[src/rtl/agex_muldiv_ctrl_if.sv]
// Request/response bundle between the AGEX stage and the multiply/divide sequencer.
// The requester (AGEX) drives start/op/operands/flush; the sequencer returns stall/done/result.
interface agex_muldiv_ctrl_if #(
  parameter int DBITS = 32
);
  logic             start;
  logic [2:0]       op;
  logic [DBITS-1:0] opa;
  logic [DBITS-1:0] opb;
  logic             flush;
  logic             stall_out;
  logic             done;
  logic [DBITS-1:0] result;

  modport master (
    output start, op, opa, opb, flush,
    input  stall_out, done, result
  );

  modport slave (
    input  start, op, opa, opb, flush,
    output stall_out, done, result
  );
endinterface

[src/rtl/agex_muldiv_ctrl.sv]
// Multi-cycle MUL/MULHU/DIV/DIVU/REM/REMU sequencer beside the AGEX ALU (shift-add / restoring divide).
// Optional MULDIV_FAST_MUL_EN: single-cycle combinational multiply, divide path unchanged.
module agex_muldiv_ctrl #(
  parameter int DBITS   = 32,
  parameter int CNTBITS = 6
) (
  input logic               clk,
  input logic               reset,
  agex_muldiv_ctrl_if.slave bus
);

  localparam logic [2:0] OP_MUL   = 3'd0;
  localparam logic [2:0] OP_MULHU = 3'd1;
  localparam logic [2:0] OP_DIV   = 3'd2;
  localparam logic [2:0] OP_DIVU  = 3'd3;
  localparam logic [2:0] OP_REM   = 3'd4;
  localparam logic [2:0] OP_REMU  = 3'd5;
  localparam logic [DBITS-1:0] MIN_NEG = {1'b1, {(DBITS-1){1'b0}}};

  typedef enum logic [1:0] {IDLE, RUN, DONE} state_t;

  state_t                 state;
  logic [CNTBITS-1:0]     cnt;
  logic [2:0]             op_r;
  logic                   neg_q;
  logic                   neg_r;
  logic [2*DBITS-1:0]     acc;
  logic [DBITS-1:0]       dvsr;
  logic                   done_r;
  logic [DBITS-1:0]       result_r;

  function automatic logic [DBITS-1:0] neg_if(input logic [DBITS-1:0] v, input logic n);
    return n ? (~v + 1'b1) : v;
  endfunction

  logic             accept;
  logic             is_mul_in, is_sdiv_in, is_div_in, illegal_in;
  logic             sa, sb, div0, ovf;
  logic [DBITS-1:0] abs_a, abs_b, spec_res;

  assign accept        = (state == IDLE) && bus.start && !bus.flush;
  assign bus.stall_out = accept || (state == RUN);
  assign bus.done      = done_r;
  assign bus.result    = result_r;

  // Accept-cycle decode: magnitudes, sign flags and the single-cycle special results
  always_comb begin
    is_mul_in  = (bus.op == OP_MUL) || (bus.op == OP_MULHU);
    is_sdiv_in = (bus.op == OP_DIV) || (bus.op == OP_REM);
    is_div_in  = is_sdiv_in || (bus.op == OP_DIVU) || (bus.op == OP_REMU);
    illegal_in = !(is_mul_in || is_div_in);
    sa         = is_sdiv_in && bus.opa[DBITS-1];
    sb         = is_sdiv_in && bus.opb[DBITS-1];
    abs_a      = neg_if(bus.opa, sa);
    abs_b      = neg_if(bus.opb, sb);
    div0       = is_div_in && (bus.opb == '0);
    ovf        = is_sdiv_in && (bus.opa == MIN_NEG) && (bus.opb == '1);
    spec_res   = '0;
    if (div0)
      spec_res = ((bus.op == OP_DIV) || (bus.op == OP_DIVU)) ? '1 : bus.opa;
    else if (ovf)
      spec_res = (bus.op == OP_DIV) ? MIN_NEG : '0;
  end

`ifdef MULDIV_FAST_MUL_EN
  logic [2*DBITS-1:0] fast_prod;
  assign fast_prod = {{DBITS{1'b0}}, bus.opa} * {{DBITS{1'b0}}, bus.opb};
`endif

  logic [DBITS:0]     msum, dividend_w, trial;
  logic               fits;
  logic [2*DBITS-1:0] acc_nxt;
  logic [DBITS-1:0]   fin_res;

  // One iteration: acc holds {partial product hi, multiplier} or {remainder, quotient}
  always_comb begin
    msum       = {1'b0, acc[2*DBITS-1:DBITS]} + (acc[0] ? {1'b0, dvsr} : '0);
    dividend_w = {acc[2*DBITS-1:DBITS], acc[DBITS-1]};
    fits       = dividend_w >= {1'b0, dvsr};
    trial      = dividend_w - {1'b0, dvsr};
    if ((op_r == OP_MUL) || (op_r == OP_MULHU))
      acc_nxt = {msum, acc[DBITS-1:1]};
    else if (fits)
      acc_nxt = {trial[DBITS-1:0], acc[DBITS-2:0], 1'b1};
    else
      acc_nxt = {acc[2*DBITS-2:0], 1'b0};
    case (op_r)
      OP_MUL:          fin_res = acc_nxt[DBITS-1:0];
      OP_MULHU:        fin_res = acc_nxt[2*DBITS-1:DBITS];
      OP_DIV, OP_DIVU: fin_res = neg_if(acc_nxt[DBITS-1:0], neg_q);
      OP_REM, OP_REMU: fin_res = neg_if(acc_nxt[2*DBITS-1:DBITS], neg_r);
      default:         fin_res = '0;
    endcase
  end

  always_ff @(posedge clk) begin
    if (reset) begin
      state    <= IDLE;
      cnt      <= '0;
      op_r     <= '0;
      neg_q    <= 1'b0;
      neg_r    <= 1'b0;
      acc      <= '0;
      dvsr     <= '0;
      done_r   <= 1'b0;
      result_r <= '0;
    end else if (bus.flush) begin
      state  <= IDLE;
      done_r <= 1'b0;
    end else begin
      done_r <= 1'b0;
      case (state)
        IDLE: begin
          if (bus.start) begin
            op_r  <= bus.op;
            neg_q <= sa ^ sb;
            neg_r <= sa;
            dvsr  <= is_mul_in ? bus.opb : abs_b;
            acc   <= {{DBITS{1'b0}}, (is_mul_in ? bus.opa : abs_a)};
            if (div0 || ovf || illegal_in) begin
              result_r <= spec_res;
              done_r   <= 1'b1;
              state    <= DONE;
            end
`ifdef MULDIV_FAST_MUL_EN
            else if (is_mul_in) begin
              result_r <= (bus.op == OP_MUL) ? fast_prod[DBITS-1:0] : fast_prod[2*DBITS-1:DBITS];
              done_r   <= 1'b1;
              state    <= DONE;
            end
`endif
            else begin
              cnt   <= CNTBITS'(DBITS);
              state <= RUN;
            end
          end
        end
        // Iterate; the final step lands its sign-corrected result on DONE entry
        RUN: begin
          acc <= acc_nxt;
          cnt <= cnt - 1'b1;
          if (cnt == CNTBITS'(1)) begin
            result_r <= fin_res;
            done_r   <= 1'b1;
            state    <= DONE;
          end
        end
        DONE:    state <= IDLE;
        default: state <= IDLE;
      endcase
    end
  end

endmodule

[src/flat_wrapper.sv]
// flat-port wrapper written by rule: the top's interface ports become plain ports
module agex_muldiv_ctrl_flat 
#(
  parameter int DBITS   = 32,
  parameter int CNTBITS = 6
)
  (clk, reset, bus_start, bus_op, bus_opa, bus_opb, bus_flush, bus_stall_out, bus_done, bus_result);
  agex_muldiv_ctrl_if #(.DBITS(DBITS)) bus_i ();
  input logic clk;
  input logic reset;
  input wire logic [$bits(bus_i.start)-1:0] bus_start;
  input wire logic [$bits(bus_i.op)-1:0] bus_op;
  input wire logic [$bits(bus_i.opa)-1:0] bus_opa;
  input wire logic [$bits(bus_i.opb)-1:0] bus_opb;
  input wire logic [$bits(bus_i.flush)-1:0] bus_flush;
  output wire logic [$bits(bus_i.stall_out)-1:0] bus_stall_out;
  output wire logic [$bits(bus_i.done)-1:0] bus_done;
  output wire logic [$bits(bus_i.result)-1:0] bus_result;
  assign bus_i.start = bus_start;
  assign bus_i.op = bus_op;
  assign bus_i.opa = bus_opa;
  assign bus_i.opb = bus_opb;
  assign bus_i.flush = bus_flush;
  assign bus_stall_out = bus_i.stall_out;
  assign bus_done = bus_i.done;
  assign bus_result = bus_i.result;
  agex_muldiv_ctrl #(.DBITS(DBITS), .CNTBITS(CNTBITS)) u_core (.clk(clk), .reset(reset), .bus(bus_i));
endmodule
[config.mk]
export PLATFORM = sky130hd
export DESIGN_NAME = agex_muldiv_ctrl_flat
export DESIGN_NICKNAME = d
export VERILOG_FILES = /design/src/rtl/agex_muldiv_ctrl_if.sv /design/src/rtl/agex_muldiv_ctrl.sv /design/src/flat_wrapper.sv
export SDC_FILE = /design/constraint.sdc
export NUM_CORES = 1
export LEC_CHECK = 0
export BUFFER_PORTS_ARGS = -buffer_cell sky130_fd_sc_hd__buf_2
export CAP_MARGIN = 20
export CORE_UTILIZATION = 42
export DETAILED_ROUTE_END_ITERATION = 7
export PLACE_DENSITY = 0.58
export RECOVER_POWER = 100
export SYNTH_ARGS = -nofsm -noshare
export SYNTH_HDL_FRONTEND = slang
export SYNTH_SLANG_ARGS = --single-unit
[constraint.sdc]
create_clock -name clk -period 8.7 [get_ports clk]
set_input_delay 1.74 -clock clk [delete_from_list [all_inputs] [get_ports clk]]
set_output_delay 1.74 -clock clk [all_outputs]
set_load 0.05 [all_outputs]
==> results.yml, run 1 <==
hold_path:
  hold_start: "u_core.bus.result[20]"
  hold_class: "reg2reg"
power_and_ir_drop:
  finalPower_mw: 2.18
  powerDensity_nw_per_um2: 139
  p_leak_nw: 6.11
  irDropWorstVdd_v: 0.000160
layout:
  drive_gt1_frac: 0.0694
  finalNetCount: 2234
  fin_util: 0.467
  area_delta_synth_final_pct: 9.02
  layout_commonest_cell: "nor2_1"
  final_cell_mix: "nor2_1, a21oi_1, nand2_1"
yosys:
  synth.distinct_cells: 84
  netlist_instances: 2070
  synthArstFlopShare: 0
  synth.net_count: 2214
  muxShareOfSynthArea: 0.0325
  synth_area_leaders: "dfxtp_1, nor2_1, a21oi_1, ha_1, nand2_1"
  ys_warn_count: 0
  synthAdderAreaFrac: 0.0644
  synth-xor-area-share: 0.0850
  ys_dominant_reg_cell: "dfxtp_1"
  synth_area_um2: 14400
  synth-compound-area-share: 0.303
  synth_edf_count: 0
  yosysSeqAreaShare: 0.197
  synth_top_area_cell: "dfxtp_1"
  synth_top_area_frac: 0.197
  synth-seq-cells: 142
  synth_top_family_by_area: "compound AO/OA/AOI/OAI gates"
  syn_avg_cell_area_um2: 6.97
  synth-simple-area-share: 0.264
cts:
  post_cts_buffers: 0
  cts_tree: "built"
  hold_buffers: 0
  path_clk_slew_ns: 0.07
  clock-root-buffer: "clkbuf_16"
  clockBufferDepth: 2
  clock_sinks: 142
  clk_latency_ns: 0.45
  cts_resized: 0
  numCtsBuffers: 17
  h-tree-depth: 4
sta:
  min_period_over_period: 0.741
  report.final.slew_viol_count: 67
  tightest_slew_ns: 2.62
  fin_skew_ns: 0.0169
  hold_viol_final: 0
  grt_setup_unrepaired: "false"
  final.setup.tns_ns: 0
  post-route-min-period_ns: 6.45
  layout_setup_ws_ns: 2.25
  finalSetupViolCount: 0
  timing.hold.ws_ns: 0.490
  slew_headroom: -0.747
  timing.fmax_ghz: 0.155
status:
  violations: "max-capacitance violations, max-slew violations"
  status: "complete, but fails checks"
setup_path:
  crit_start: "u_core.dvsr[22]"
  cp.arrival_ns: 6.74
  worst_r2r_startpoint: "u_core.dvsr[22]"
  setup.worst_path.class: "reg2reg"
  crit_path_end_kind: "register"
  required_ns: 8.99
  cp-start-kind: "register"
  path_max_fanout: 15
global_route:
  antenna_found_initial: 2
  grt_usage: 0.318
  grt_overflow: 0
  grt_pass1_vias: 14700
  grt_pass1_wl_um: 87300
  grt_max_degree: 96
place:
  dp_slack_ns: 2.45
  place.gp.congestion: 0.933
  io_buffers: 104
  hpwl_um: 42800
drt:
  vias: 16206
  first_pass_iters: 6
  first_iter_violations: 1607
  ant_nets: 0
  routed_wire_length_per_instance_um: 22.2
  wl_um: 56800
  drc: 0
  avgViaCountPerCell: 6.35
die:
  chipWidth_um: 187
  pin_count: 105
  die_h_um: 187
  rows: 67
  start_util: 0.428
  core-area_um2: 33700
  die-area_um2: 35100
job:
  max-cap-violations: 1
power by group:
group,switching (mW),internal [mW],leakage [nW]
Combinational,0.473,0.226,4.67
Clock,0.323,0.431,0.279
Sequential,0.0461,0.682,1.16
Total,0.842,1.34,6.11
worst max-delay path, stage by stage (launching register included):
cell       delay [ns]
dfxtp_1          0.45
inv_1            0.08
ha_1             0.44
and3_1           0.29
and4bb_1         0.25
a211o_1          0.32
a211oi_1         0.94
nand3_1          0.69
clkbuf_1         0.54
mux2_1           0.46
o22ai_1          0.32
nand2b_1         0.18
nor2b_1          0.44
o2111ai_1        0.21
mux2_1           0.36
a221oi_1         0.25
nor3_1           0.07
stage by stage:
step	std cells	area (um2)
after floorplan	2070	14400
after global routing	2551	15700
after CTS	2551	15800
after detailed placement	2519	15300
final	2552	15700
after global placement	2518	15200
cells in the mapped netlist (17+ instances only):
cell and number:
inv_1 68, nor3_1 52, or3_1 25, a22oi_1 31, and2_1 46, mux2i_1 39
nand2_1 183, o211ai_1 21, o31ai_1 26, a21oi_1 188, and3_1 19, a31oi_1 17
o21ai_0 107, nand3_1 53, a211oi_1 79, ha_1 71, nor4_1 24, o21ai_1 20
xnor2_1 66, a21o_1 22, nor2_1 287, clkbuf_1 112, xor2_1 74, nand4_1 40
dfxtp_1 142, a311oi_1 26
metal layers:
metal	track usage	wire, um	up-vias
li1	-	-	7672
met1	0.439	25100	7661
met2	0.501	25200	764
met3	0.0555	4670	107
met4	0.0996	1740	2
met5	0	13	-
flip-flops by register name, indices dropped and copies added (netlist names):
signal / cells
u_core.acc: 64
u_core.bus.done: 1
u_core.bus.result: 32
u_core.cnt: 6
u_core.dvsr: 32
u_core.neg_q: 1
u_core.neg_r: 1
u_core.op_r: 3
u_core.state: 2
area by class of cell:
class	instances	area [um2]
diodes	1	2.50
repair buffers	134	674
clock buffers	23	458
inverters	69	259
multi-input cells	1726	10800
clock inverters	9	110
well taps	448	561
fillers	3577	18000
flip-flops and latches	142	2840
logic make-up (layout without fill, tap and decap cells):
| group | count (synthesis) | after routing |
|---|---|---|
| AND/OR/NAND/NOR | 801 | 801 |
| AO/OA/AOI/OAI | 666 | 666 |
| buffers and inverters | 202 | 235 |
| flip-flops | 142 | 142 |
| XOR/XNOR | 140 | 140 |
| adder cells (fa/ha/maj) | 73 | 73 |
| multiplexers | 46 | 46 |
| other | 0 | 1 |
worst paths after layout:
| kind | slack [ns] | to | depth (start not counted) |
|---|---|---|---|
| worst max-delay path | 2.25 | u_core.bus.result[25] | 16 |
| worst min-delay path | 0.49 | u_core.bus.result[20] | 2 |
| worst max register to register | 2.25 | u_core.bus.result[25] | 16 |
| worst min register to register | 0.49 | u_core.bus.result[20] | 2 |
Note: power is estimated with default switching activity, not from simulation.
==> inputs of run 2 (changes only) <==
- clock period: 8.7 -> 6.2 ns (I/O delays scaled with it)
==> results.yml, run 2 (same netlist as run 1, synthesis figures left out) <==
status:
  status: "complete, but fails checks"
  violations: "max-capacitance violations, max-slew violations"
power_and_ir_drop:
  irDropWorstVdd_v: 0.000230
  p_leak_nw: 6.19
  powerDensity_nw_per_um2: 195
  finalPower_mw: 3.10
setup_path:
  path_max_fanout: 11
  cp.buffers_inverters: 1
  r2r_end: "u_core.bus.result[24]"
  reg2reg_depth: 19
  cp_slowest_cell: "dfxtp_1"
  required_ns: 6.48
  cp_num_cells: 19
  cp.arrival_ns: 6.11
  worst_r2r_startpoint: "u_core.dvsr[23]"
  cp_top_family: "simple AND/OR/NAND/NOR gates"
  setup.worst_path.class: "reg2reg"
  rrSetupSlack_ns: 0.37
  crit_chain: "inv_1 -> ha_1 -> and3_1 -> and4bb_1 -> a211o_1 -> a211o_1 -> nor3_4 -> nand2_1 -> o21ai_0 -> ha_1 -> nand3_1 -> or3_1 -> or2_2 -> o21ai_0 -> xor2_1 -> a221oi_1 -> o31ai_1 -> o21ai_1 -> a311oi_1"
  crit_path_end_kind: "register"
  crit_start: "u_core.dvsr[23]"
  cpPeakStageDelay_ns: 0.51
  cp-start-kind: "register"
  endpoint: "u_core.bus.result[24]"
hold_path:
  hold_class: "reg2reg"
cts:
  cts_resized: 0
  post_cts_buffers: 0
  hold_buffers: 0
  numCtsBuffers: 17
  clock_sinks: 142
  clk_latency_ns: 0.46
  path_clk_slew_ns: 0.06
  clockBufferDepth: 2
  cts_tree: "built"
  clock-root-buffer: "clkbuf_16"
  h-tree-depth: 4
layout:
  finalNetCount: 2257
  largest_register_ffs: 64
  layout_commonest_cell: "nor2_1"
  fin_util: 0.471
  drive_gt1_frac: 0.0763
  regMostFlops: "u_core.acc"
  final_cell_area_um2: 15900
  diodes: 0
  area_delta_synth_final_pct: 10.0
  final_cell_mix: "nor2_1, a21oi_1, nand2_1"
die:
  start_util: 0.428
  core-area_um2: 33700
  die_h_um: 187
  pin_count: 105
  chipWidth_um: 187
  rows: 67
  die-area_um2: 35100
sta:
  report.final.slew_viol_count: 47
  fin_skew_ns: 0.0172
  min_period_over_period: 0.940
  timing.fmax_ghz: 0.172
  slew_headroom: -0.211
  final.setup.tns_ns: 0
  tightest_slew_ns: 1.82
  hold_viol_final: 0
  post-route-min-period_ns: 5.83
  grt_setup_unrepaired: "false"
  finalSetupViolCount: 0
drt:
  first_pass_iters: 6
  drc: 0
  vias: 16306
  avgViaCountPerCell: 6.34
  ant_nets: 0
  wl_um: 58300
  first_iter_violations: 1519
  routed_wire_length_per_instance_um: 22.7
global_route:
  grt_util_met2: 0.510
  use_met1: 0.451
  top_usage_layer: "met2"
  grt_max_degree: 96
  grt_util_met3: 0.0552
  grt_overflow: 0
  antenna_found_initial: 0
  grt_pass1_vias: 15273
  grt_usage: 0.327
  grt_pass1_wl_um: 89600
place:
  hpwl_um: 44600
  io_buffers: 104
  place.gp.congestion: 0.964
  placed_cell_area_um2: 15400
job:
  max-cap-violations: 1
-- run 2: changes by cell type in the layout (fill, tap and decap cells not counted), moves of 2 or more --
cell	previous run	this run
o21ai_1	10	13
o21ai_0	116	113
clkbuf_1	49	55
clkinvlp_4	0	3
nor3_1	54	52
clkinv_4	3	1
buf_4	24	38
-- run 2: worst min path at each step --
| stage | from | to | cells past startpoint |
|---|---|---|---|
| 6_report | u_core.dvsr[31] | u_core.dvsr[31] | 2 |
| 5_1_grt | u_core.dvsr[31] | u_core.dvsr[31] | 2 |
| 4_1_cts | u_core.dvsr[31] | u_core.dvsr[31] | 2 |
| 3_5_place_dp | u_core.dvsr[31] | u_core.dvsr[31] | 2 |
| 3_3_place_gp | u_core.dvsr[31] | u_core.dvsr[31] | 2 |
| 2_1_floorplan | u_core.dvsr[26] | u_core.dvsr[26] | 2 |
-- run 2: area by class of cell --
cell class	instances	area (um2)
fill	3593	17800
multi-input combinational	1726	10800
sequential	142	2840
timing repair buffer	157	812
tap	448	561
clock buffer	20	457
inverter	69	259
clock inverter	10	115
-- run 2: routing by layer --
metal | wire length, um | vias up
met1 | 26700 | 7754
met3 | 4260 | 112
li1 | - | 7690
met5 | 0 | -
met4 | 1870 | 0
met2 | 25500 | 750
-- run 2: power breakdown --
part	internal, mW	switching, mW
Clock	0.609	0.463
Combinational	0.327	0.687
Sequential	0.957	0.0586
Total	1.89	1.21
-- run 2: per-stage QoR --
step                      worst slack (ns)  hold slack (ns)  instances
after global placement               0.628            0.460       2541
after detailed placement             0.648            0.462       2542
after floorplan                       1.66            0.440       2070
after CTS                            0.625            0.469       2572
final                                0.371            0.468       2572
after global routing                 0.148            0.496       2572
-- run 2: worst register-to-register path, cell delays in order (launching register included) --
cell and delay [ns]:
dfxtp_1 0.51, inv_1 0.09, ha_1 0.40, and3_1 0.25
and4bb_1 0.25, a211o_1 0.33, a211o_1 0.36, nor3_4 0.51
nand2_1 0.28, o21ai_0 0.26, ha_1 0.27, nand3_1 0.23
or3_1 0.45, or2_2 0.36, o21ai_0 0.23, xor2_1 0.12
a221oi_1 0.34, o31ai_1 0.13, o21ai_1 0.17, a311oi_1 0.10
